File: src/rtl/reorder_buffer_commit_unit_pkg.sv
// Shared ROB definitions: default widths and the commit-side FSM encoding,
// common to the allocate side, the occupancy counter and the commit unit.
package reorder_buffer_commit_unit_pkg;

  localparam int ROB_TAG_BITS       = 4;
  localparam int ROB_DATA_WIDTH     = 32;
  localparam int ROB_REG_ADDR_WIDTH = 4;

  typedef enum logic [1:0] {
    ST_RUN        = 2'd0,
    ST_FLUSH      = 2'd1,
    ST_WAIT_EMPTY = 2'd2
  } commit_state_t;

  // An entry may retire only once it has completed without faulting.
  function automatic logic entry_ok(input logic ready, input logic exc);
    return ready & ~exc;
  endfunction

endpackage

File: src/rtl/reorder_buffer_commit_unit_select.sv
// Combinational retire decision for the two oldest ROB entries.
// Commits strictly in order; an exception is taken only from the head entry.
module reorder_buffer_commit_select
  import reorder_buffer_commit_unit_pkg::*;
#(
  parameter int TAG_BITS_SIZE = ROB_TAG_BITS
) (
  input  logic                     run,
  input  logic                     stall,
  input  logic                     ok0,
  input  logic                     ok1,
  input  logic                     exc0,
  input  logic [TAG_BITS_SIZE-1:0] status,
  output logic                     shift,
  output logic                     shift_2,
  output logic                     take_exc
);

  localparam logic [TAG_BITS_SIZE-1:0] ONE = TAG_BITS_SIZE'(1);
  localparam logic [TAG_BITS_SIZE-1:0] TWO = TAG_BITS_SIZE'(2);

  always_comb begin
    shift    = 1'b0;
    shift_2  = 1'b0;
    take_exc = 1'b0;
    if (run && !stall) begin
      if (status >= TWO && ok0 && ok1) begin
        shift_2 = 1'b1;
      end else if (status >= ONE && ok0) begin
        // A faulting head1 waits here until it becomes the head entry.
        shift = 1'b1;
      end else if (status >= ONE && exc0) begin
        take_exc = 1'b1;
      end
    end
  end

endmodule

File: src/rtl/reorder_buffer_commit_unit.sv
// ROB retire controller: in-order commit of up to two entries, register file
// writeback one cycle later, head pointer ownership and the exception flush.
module reorder_buffer_commit_unit
  import reorder_buffer_commit_unit_pkg::*;
#(
  parameter int TAG_BITS_SIZE  = ROB_TAG_BITS,
  parameter int DATA_WIDTH     = ROB_DATA_WIDTH,
  parameter int REG_ADDR_WIDTH = ROB_REG_ADDR_WIDTH
) (
  input  logic                      clk_in,
  input  logic                      reset_in,
  input  logic [TAG_BITS_SIZE-1:0]  reorder_buffer_status_in,
  input  logic                      commit_stall_in,
  input  logic                      head0_ready_in,
  input  logic                      head0_exc_in,
  input  logic [REG_ADDR_WIDTH-1:0] head0_dest_in,
  input  logic [DATA_WIDTH-1:0]     head0_data_in,
  input  logic                      head1_ready_in,
  input  logic                      head1_exc_in,
  input  logic [REG_ADDR_WIDTH-1:0] head1_dest_in,
  input  logic [DATA_WIDTH-1:0]     head1_data_in,
  output logic                      reorder_buffer_shift_out,
  output logic                      reorder_buffer_shift_2_out,
  output logic [TAG_BITS_SIZE-1:0]  head_ptr_out,
  output logic                      rf_we0_out,
  output logic                      rf_we1_out,
  output logic [REG_ADDR_WIDTH-1:0] rf_addr0_out,
  output logic [REG_ADDR_WIDTH-1:0] rf_addr1_out,
  output logic [DATA_WIDTH-1:0]     rf_data0_out,
  output logic [DATA_WIDTH-1:0]     rf_data1_out,
  output logic                      flush_out,
  output logic [TAG_BITS_SIZE-1:0]  exc_tag_out
);

  localparam logic [TAG_BITS_SIZE-1:0] ONE = TAG_BITS_SIZE'(1);
  localparam logic [TAG_BITS_SIZE-1:0] TWO = TAG_BITS_SIZE'(2);

  commit_state_t state;
  logic          run;
  logic          shift;
  logic          shift_2;
  logic          take_exc;

  // Strobes feed the occupancy counter directly, so reset must mask them.
  assign run = (state == ST_RUN) && !reset_in;

  reorder_buffer_commit_select #(
    .TAG_BITS_SIZE (TAG_BITS_SIZE)
  ) u_select (
    .run      (run),
    .stall    (commit_stall_in),
    .ok0      (entry_ok(head0_ready_in, head0_exc_in)),
    .ok1      (entry_ok(head1_ready_in, head1_exc_in)),
    .exc0     (head0_ready_in & head0_exc_in),
    .status   (reorder_buffer_status_in),
    .shift    (shift),
    .shift_2  (shift_2),
    .take_exc (take_exc)
  );

  assign reorder_buffer_shift_out   = shift;
  assign reorder_buffer_shift_2_out = shift_2;

  always_ff @(posedge clk_in) begin
    if (reset_in) begin
      state        <= ST_RUN;
      head_ptr_out <= '0;
      rf_we0_out   <= 1'b0;
      rf_we1_out   <= 1'b0;
      rf_addr0_out <= '0;
      rf_addr1_out <= '0;
      rf_data0_out <= '0;
      rf_data1_out <= '0;
      flush_out    <= 1'b0;
      exc_tag_out  <= '0;
    end else begin
      rf_we0_out <= shift | shift_2;
      rf_we1_out <= shift_2;
      flush_out  <= 1'b0;
      if (shift || shift_2) begin
        rf_addr0_out <= head0_dest_in;
        rf_data0_out <= head0_data_in;
      end
      if (shift_2) begin
        rf_addr1_out <= head1_dest_in;
        rf_data1_out <= head1_data_in;
      end
      if (shift) begin
        head_ptr_out <= head_ptr_out + ONE;
      end else if (shift_2) begin
        head_ptr_out <= head_ptr_out + TWO;
      end

      case (state)
        ST_RUN: begin
          if (take_exc) begin
            state       <= ST_FLUSH;
            flush_out   <= 1'b1;
            exc_tag_out <= head_ptr_out;
          end
        end
        ST_FLUSH: begin
          state <= ST_WAIT_EMPTY;
        end
        ST_WAIT_EMPTY: begin
          // The allocator restarts at index 0 after a flush; follow it.
          if (reorder_buffer_status_in == '0) begin
            state        <= ST_RUN;
            head_ptr_out <= '0;
          end
        end
        default: begin
          state <= ST_RUN;
        end
      endcase
    end
  end

endmodule
File: config.mk
export PLATFORM = sky130hd
export DESIGN_NAME = reorder_buffer_commit_unit
export DESIGN_NICKNAME = d
export VERILOG_FILES = /design/src/rtl/reorder_buffer_commit_unit_pkg.sv /design/src/rtl/reorder_buffer_commit_unit_select.sv /design/src/rtl/reorder_buffer_commit_unit.sv
export SDC_FILE = /design/constraint.sdc
export NUM_CORES = 1
export LEC_CHECK = 0
export BUFFER_PORTS_ARGS = -buffer_cell sky130_fd_sc_hd__buf_2
export CORE_MARGIN = 5
export CORE_UTILIZATION = 50
export CTS_BUF_LIST = sky130_fd_sc_hd__clkbuf_4
export CTS_CLUSTER_SIZE = 28
export DETAILED_ROUTE_END_ITERATION = 6
export GPL_ROUTABILITY_DRIVEN = 0
export PLACE_DENSITY_LB_ADDON = 0.2
export SLEW_MARGIN = 20
export SYNTH_ARGS = -nofsm -noshare
export SYNTH_HDL_FRONTEND = slang
export SYNTH_SLANG_ARGS = --single-unit
File: constraint.sdc
create_clock -name clk_in -period 2.2 [get_ports clk_in]
set_input_delay 0.11 -clock clk_in [delete_from_list [all_inputs] [get_ports clk_in]]
set_output_delay 0.11 -clock clk_in [all_outputs]
set_load 0.01 [all_outputs]
==> impl_table.tex <==
\begin{tabular}{lr}
\hline
Metric & Value \\
\hline
\multicolumn{2}{l}{\textbf{Synthesis}} \\
\quad Number of synthesized flops with an enable pin & 0 \\
\quad Post-synthesis cell count & 392 \\
\quad Avg Synthesized Cell Area & roughly 8.4 µm² \\
\quad Flops \& latches, synth & 85 \\
\quad Syn. warnings & 0 \\
\quad Post-synthesis net count & 477 \\
\quad Share of the yosys chip area belonging to registers & between 50\% and 60\% \\
\quad Ys async rst share & 0\% \\
\quad Primary FF master, synth & sky130\_fd\_sc\_hd\_\_dfxtp\_1 \\
\quad Post-synthesis instance area & between 3000 and 4000 µm² \\
\quad Netlist cell types & 35 \\
\multicolumn{2}{l}{\textbf{Route}} \\
\quad DRC viols & 0 \\
\quad Total wire length & 10.7 mm \\
\quad Starting DRT DRC Count & 192 \\
\quad Detail-routed net length per standard cell & around 15 µm \\
\quad Number of routed nets with antenna violations & 0 \\
\quad First-pass iteration count of the detailed router & 5 \\
\quad Post-DR vias/cell & 5.26 \\
\quad Total vias in the final route & $\sim$3,700 \\
\multicolumn{2}{l}{\textbf{Clock tree}} \\
\quad Clock transition at the registers of the reported paths & around 0.13 ns \\
\quad Maximum clock insertion buffer count & 2 \\
\quad Clock Sink Count & 85 \\
\quad CTS H-tree lvls & 3 \\
\quad Clock tree from TritonCTS & built \\
\quad Master cell of the clock root buffer & sky130\_fd\_sc\_hd\_\_clkbuf\_4 \\
\quad Total CTS buffers & 9 \\
\quad Clock latency at the later pin of the worst-skew pair & between 0.4 and 0.5 ns \\
\multicolumn{2}{l}{\textbf{Timing}} \\
\quad Worst slew pin tran & between 0.8 and 0.9 ns \\
\quad Fmax achieved & approximately 0.5 GHz \\
\quad Final Max Tran Viols & 0 \\
\quad Shortest clock period the worst path allows after layout & 2.00 ns \\
\quad Fraction of the cycle the final worst path needs & between 90\% and 100\% \\
\quad Setup\_tns & 0 ns \\
\quad Count of final hold-check violations & 0 \\
\quad Worst-case setup margin in the final layout & between 0.15 and 0.2 ns \\
\quad Clock Skews & 0.00918 ns \\
\quad Relative slew margins & 44.5\% \\
\quad \# setup viols final & 0 \\
\quad Unrepaired setup endpoints after global routing & no \\
\multicolumn{2}{l}{\textbf{Die}} \\
\quad Ports & approximately 170 \\
\quad Initial Util & around half \\
\quad Overall die area & between 8000 and 9000 µm² \\
\quad Floorplan core area & approximately 6300 µm² \\
\quad Horiz. Die Dim & between 90 and 100 µm \\
\quad Die height & approximately 91 µm \\
\quad Placement row count & 29 \\
\multicolumn{2}{l}{\textbf{Global routing}} \\
\quad Leftover overflow at the end of global routing & 0 \\
\quad Initial antenna violation count & 0 \\
\quad First-pass GRT wire length & $\sim$18 mm \\
\quad Via count of the first global-routing pass & 3,612 \\
\quad Maximum number of pins on one net before global-route repair & 78 \\
\quad GRT Util Overall & 25.4\% \\
\multicolumn{2}{l}{\textbf{Pwr}} \\
\quad Max IR drop VDD & about 0.00041 V \\
\quad PwrDens & between 500 and 600 nW/µm² \\
\quad LEAKAGE & approximately 2.2 nW \\
\multicolumn{2}{l}{\textbf{Finish}} \\
\quad Antenna cells & 0 \\
\quad Net count reported at finish & 701 \\
\quad Util after Layout & between 70\% and 80\% \\
\quad Syn-to-layout area delta & 49.5\% \\
\quad Fraction of final layout cells with drive strength greater than 1 & 32.7\% \\
\multicolumn{2}{l}{\textbf{Worst setup path}} \\
\quad Arrival time of the worst setup path & approximately 1.9 ns \\
\quad Endpoint required time on the critical path & between 2 and 2.5 ns \\
\quad Kind of launch point of the worst setup path & register \\
\quad Category of the worst setup path capture point & output pin \\
\quad Worst Reg-to-Reg Cells & 6 \\
\quad Highest net fanout along the worst path & 28 \\
\quad Crit Path Category & register to output pin \\
\multicolumn{2}{l}{\textbf{Outcome}} \\
\quad Result of the run & finished, final reports clean \\
\multicolumn{2}{l}{\textbf{Place}} \\
\quad Pre-CTS WS & approximately 0.51 ns \\
\quad DPL Wire Length & approximately 6.4 mm \\
\quad Count of buffers inserted at the top-level ports & around 170 \\
\multicolumn{2}{l}{\textbf{Run}} \\
\quad Max-cap violations & 0 \\
\multicolumn{2}{l}{\textbf{Hold path}} \\
\quad Number of cells traversed by the worst hold path & 3 \\
\quad Hold Path Class & input pin to register \\
\hline
\end{tabular}
## path summary, 6_finish.rpt
path,from,slack [ns],end
min reg2reg,rf_data0_out[11],0.46,rf_data0_out[11]
min,reset_in,0.06,head_ptr_out[1]
max,state[0],0.20,reorder_buffer_shift_2_out
max reg2reg,state[0],0.50,head_ptr_out[2]
## power by group
group	leakage [nW]	switching (mW)	internal (mW)
registers	0.686	0.0118	1.56
clock network	0.0599	0.530	0.234
logic	1.44	0.155	0.179
total	2.19	0.698	1.97
## synth_stat cells, types with 2 or more instances
cell,n,area share [%]
sky130_fd_sc_hd__dfxtp_1,85,52
sky130_fd_sc_hd__buf_6,3,1.0
sky130_fd_sc_hd__clkbuf_1,18,2.1
sky130_fd_sc_hd__buf_2,5,0.76
sky130_fd_sc_hd__nand2b_1,2,0.38
sky130_fd_sc_hd__a21oi_1,73,11
sky130_fd_sc_hd__nor2_1,7,0.80
sky130_fd_sc_hd__and2_1,2,0.38
sky130_fd_sc_hd__nand3_1,37,5.6
sky130_fd_sc_hd__a21oi_2,6,1.6
sky130_fd_sc_hd__ha_1,2,0.76
sky130_fd_sc_hd__buf_12,3,1.8
sky130_fd_sc_hd__buf_4,2,0.46
sky130_fd_sc_hd__nand2_1,85,9.7
sky130_fd_sc_hd__inv_1,4,0.46
sky130_fd_sc_hd__nor2b_1,2,0.38
sky130_fd_sc_hd__o21ai_0,38,5.8
## metrics by stage
step / cell area, µm² / total power, mW / hold WS [ns] / cells
global placement: 4070 / 1.83 / 0.351 / 610
finish: 4910 / 2.67 / 0.0560 / 698
floorplan: 3280 / 1.72 / 0.246 / 392
CTS: 4900 / 2.69 / 0.0291 / 698
global route: 4910 / 2.81 / 0.0411 / 698
detailed placement: 4070 / 1.83 / 0.356 / 610
## layer usage
metal,track usage (%),wire [µm]
met3,6.69,896
met1,29.7,4140
met2,43.6,5420
met5,0,0
met4,10.9,255
## registers in the layout, indices dropped and copies added, names as in the netlist
| register | cells |
|---|---|
| rf_we1_out | 1 |
| flush_out | 1 |
| rf_addr0_out | 4 |
| state | 2 |
| exc_tag_out | 4 |
| rf_data1_out | 32 |
| rf_data0_out | 32 |
| rf_we0_out | 1 |
| rf_addr1_out | 4 |
| head_ptr_out | 4 |
## cells in the final DEF, fill, tap and decap left out, types with 2 or more instances in the layout
cell type,netlist,layout
sky130_fd_sc_hd__a21oi_2,6,6
sky130_fd_sc_hd__buf_2,5,167
sky130_fd_sc_hd__nand3_1,37,37
sky130_fd_sc_hd__buf_4,2,7
sky130_fd_sc_hd__dfxtp_1,85,85
sky130_fd_sc_hd__and2_1,2,2
sky130_fd_sc_hd__dlygate4sd3_1,0,72
sky130_fd_sc_hd__o21ai_0,38,38
sky130_fd_sc_hd__nor2b_1,2,2
sky130_fd_sc_hd__nand2b_1,2,2
sky130_fd_sc_hd__inv_1,4,4
sky130_fd_sc_hd__a21oi_1,73,73
sky130_fd_sc_hd__clkinv_4,0,2
sky130_fd_sc_hd__ha_1,2,2
sky130_fd_sc_hd__nor2_1,7,6
sky130_fd_sc_hd__nand2_1,85,84
sky130_fd_sc_hd__clkbuf_4,0,9
sky130_fd_sc_hd__clkinvlp_4,0,2
## repair_timing
item	in CTS	in global routing
hold buffers	72	0
endpoints found under the setup margin	0	1
gates resized for setup	0	1
buffers inserted	0	0
hold endpoints to repair	72	0
## layout make-up
| class | count | area (µm²) |
|---|---|---|
| Clock buffer | 9 | 67.6 |
| Fill cell | 464 | 1440 |
| Inverter | 4 | 15.0 |
| Multi-Input combinational cell | 269 | 1350 |
| Tap cell | 77 | 96.3 |
| Sequential cell | 85 | 1700 |
| Clock inverter | 7 | 50.0 |
| Timing Repair Buffer | 247 | 1630 |
## critical path, stage by stage, from the launching register on
cell and delay (ns):
sky130_fd_sc_hd__dfxtp_1 0.38, sky130_fd_sc_hd__nor4b_4 0.35, sky130_fd_sc_hd__nand2_2 0.23, sky130_fd_sc_hd__buf_12 0.22, sky130_fd_sc_hd__nor2_1 0.13, sky130_fd_sc_hd__buf_2 0.16
## kinds of logic (layout without fill, tap and decap cells)
group	Yosys count	count (layout)	synth area share (%)
flip-flops	85	85	51.8
AO/OA/AOI/OAI	121	121	19.6
adder cells (fa/ha/maj)	2	2	0.762
multiplexers	2	2	0.648
AND/OR/NAND/NOR	144	144	19.9
buffers and inverters	38	267	7.28
Power figures use the tool's default switching activity.
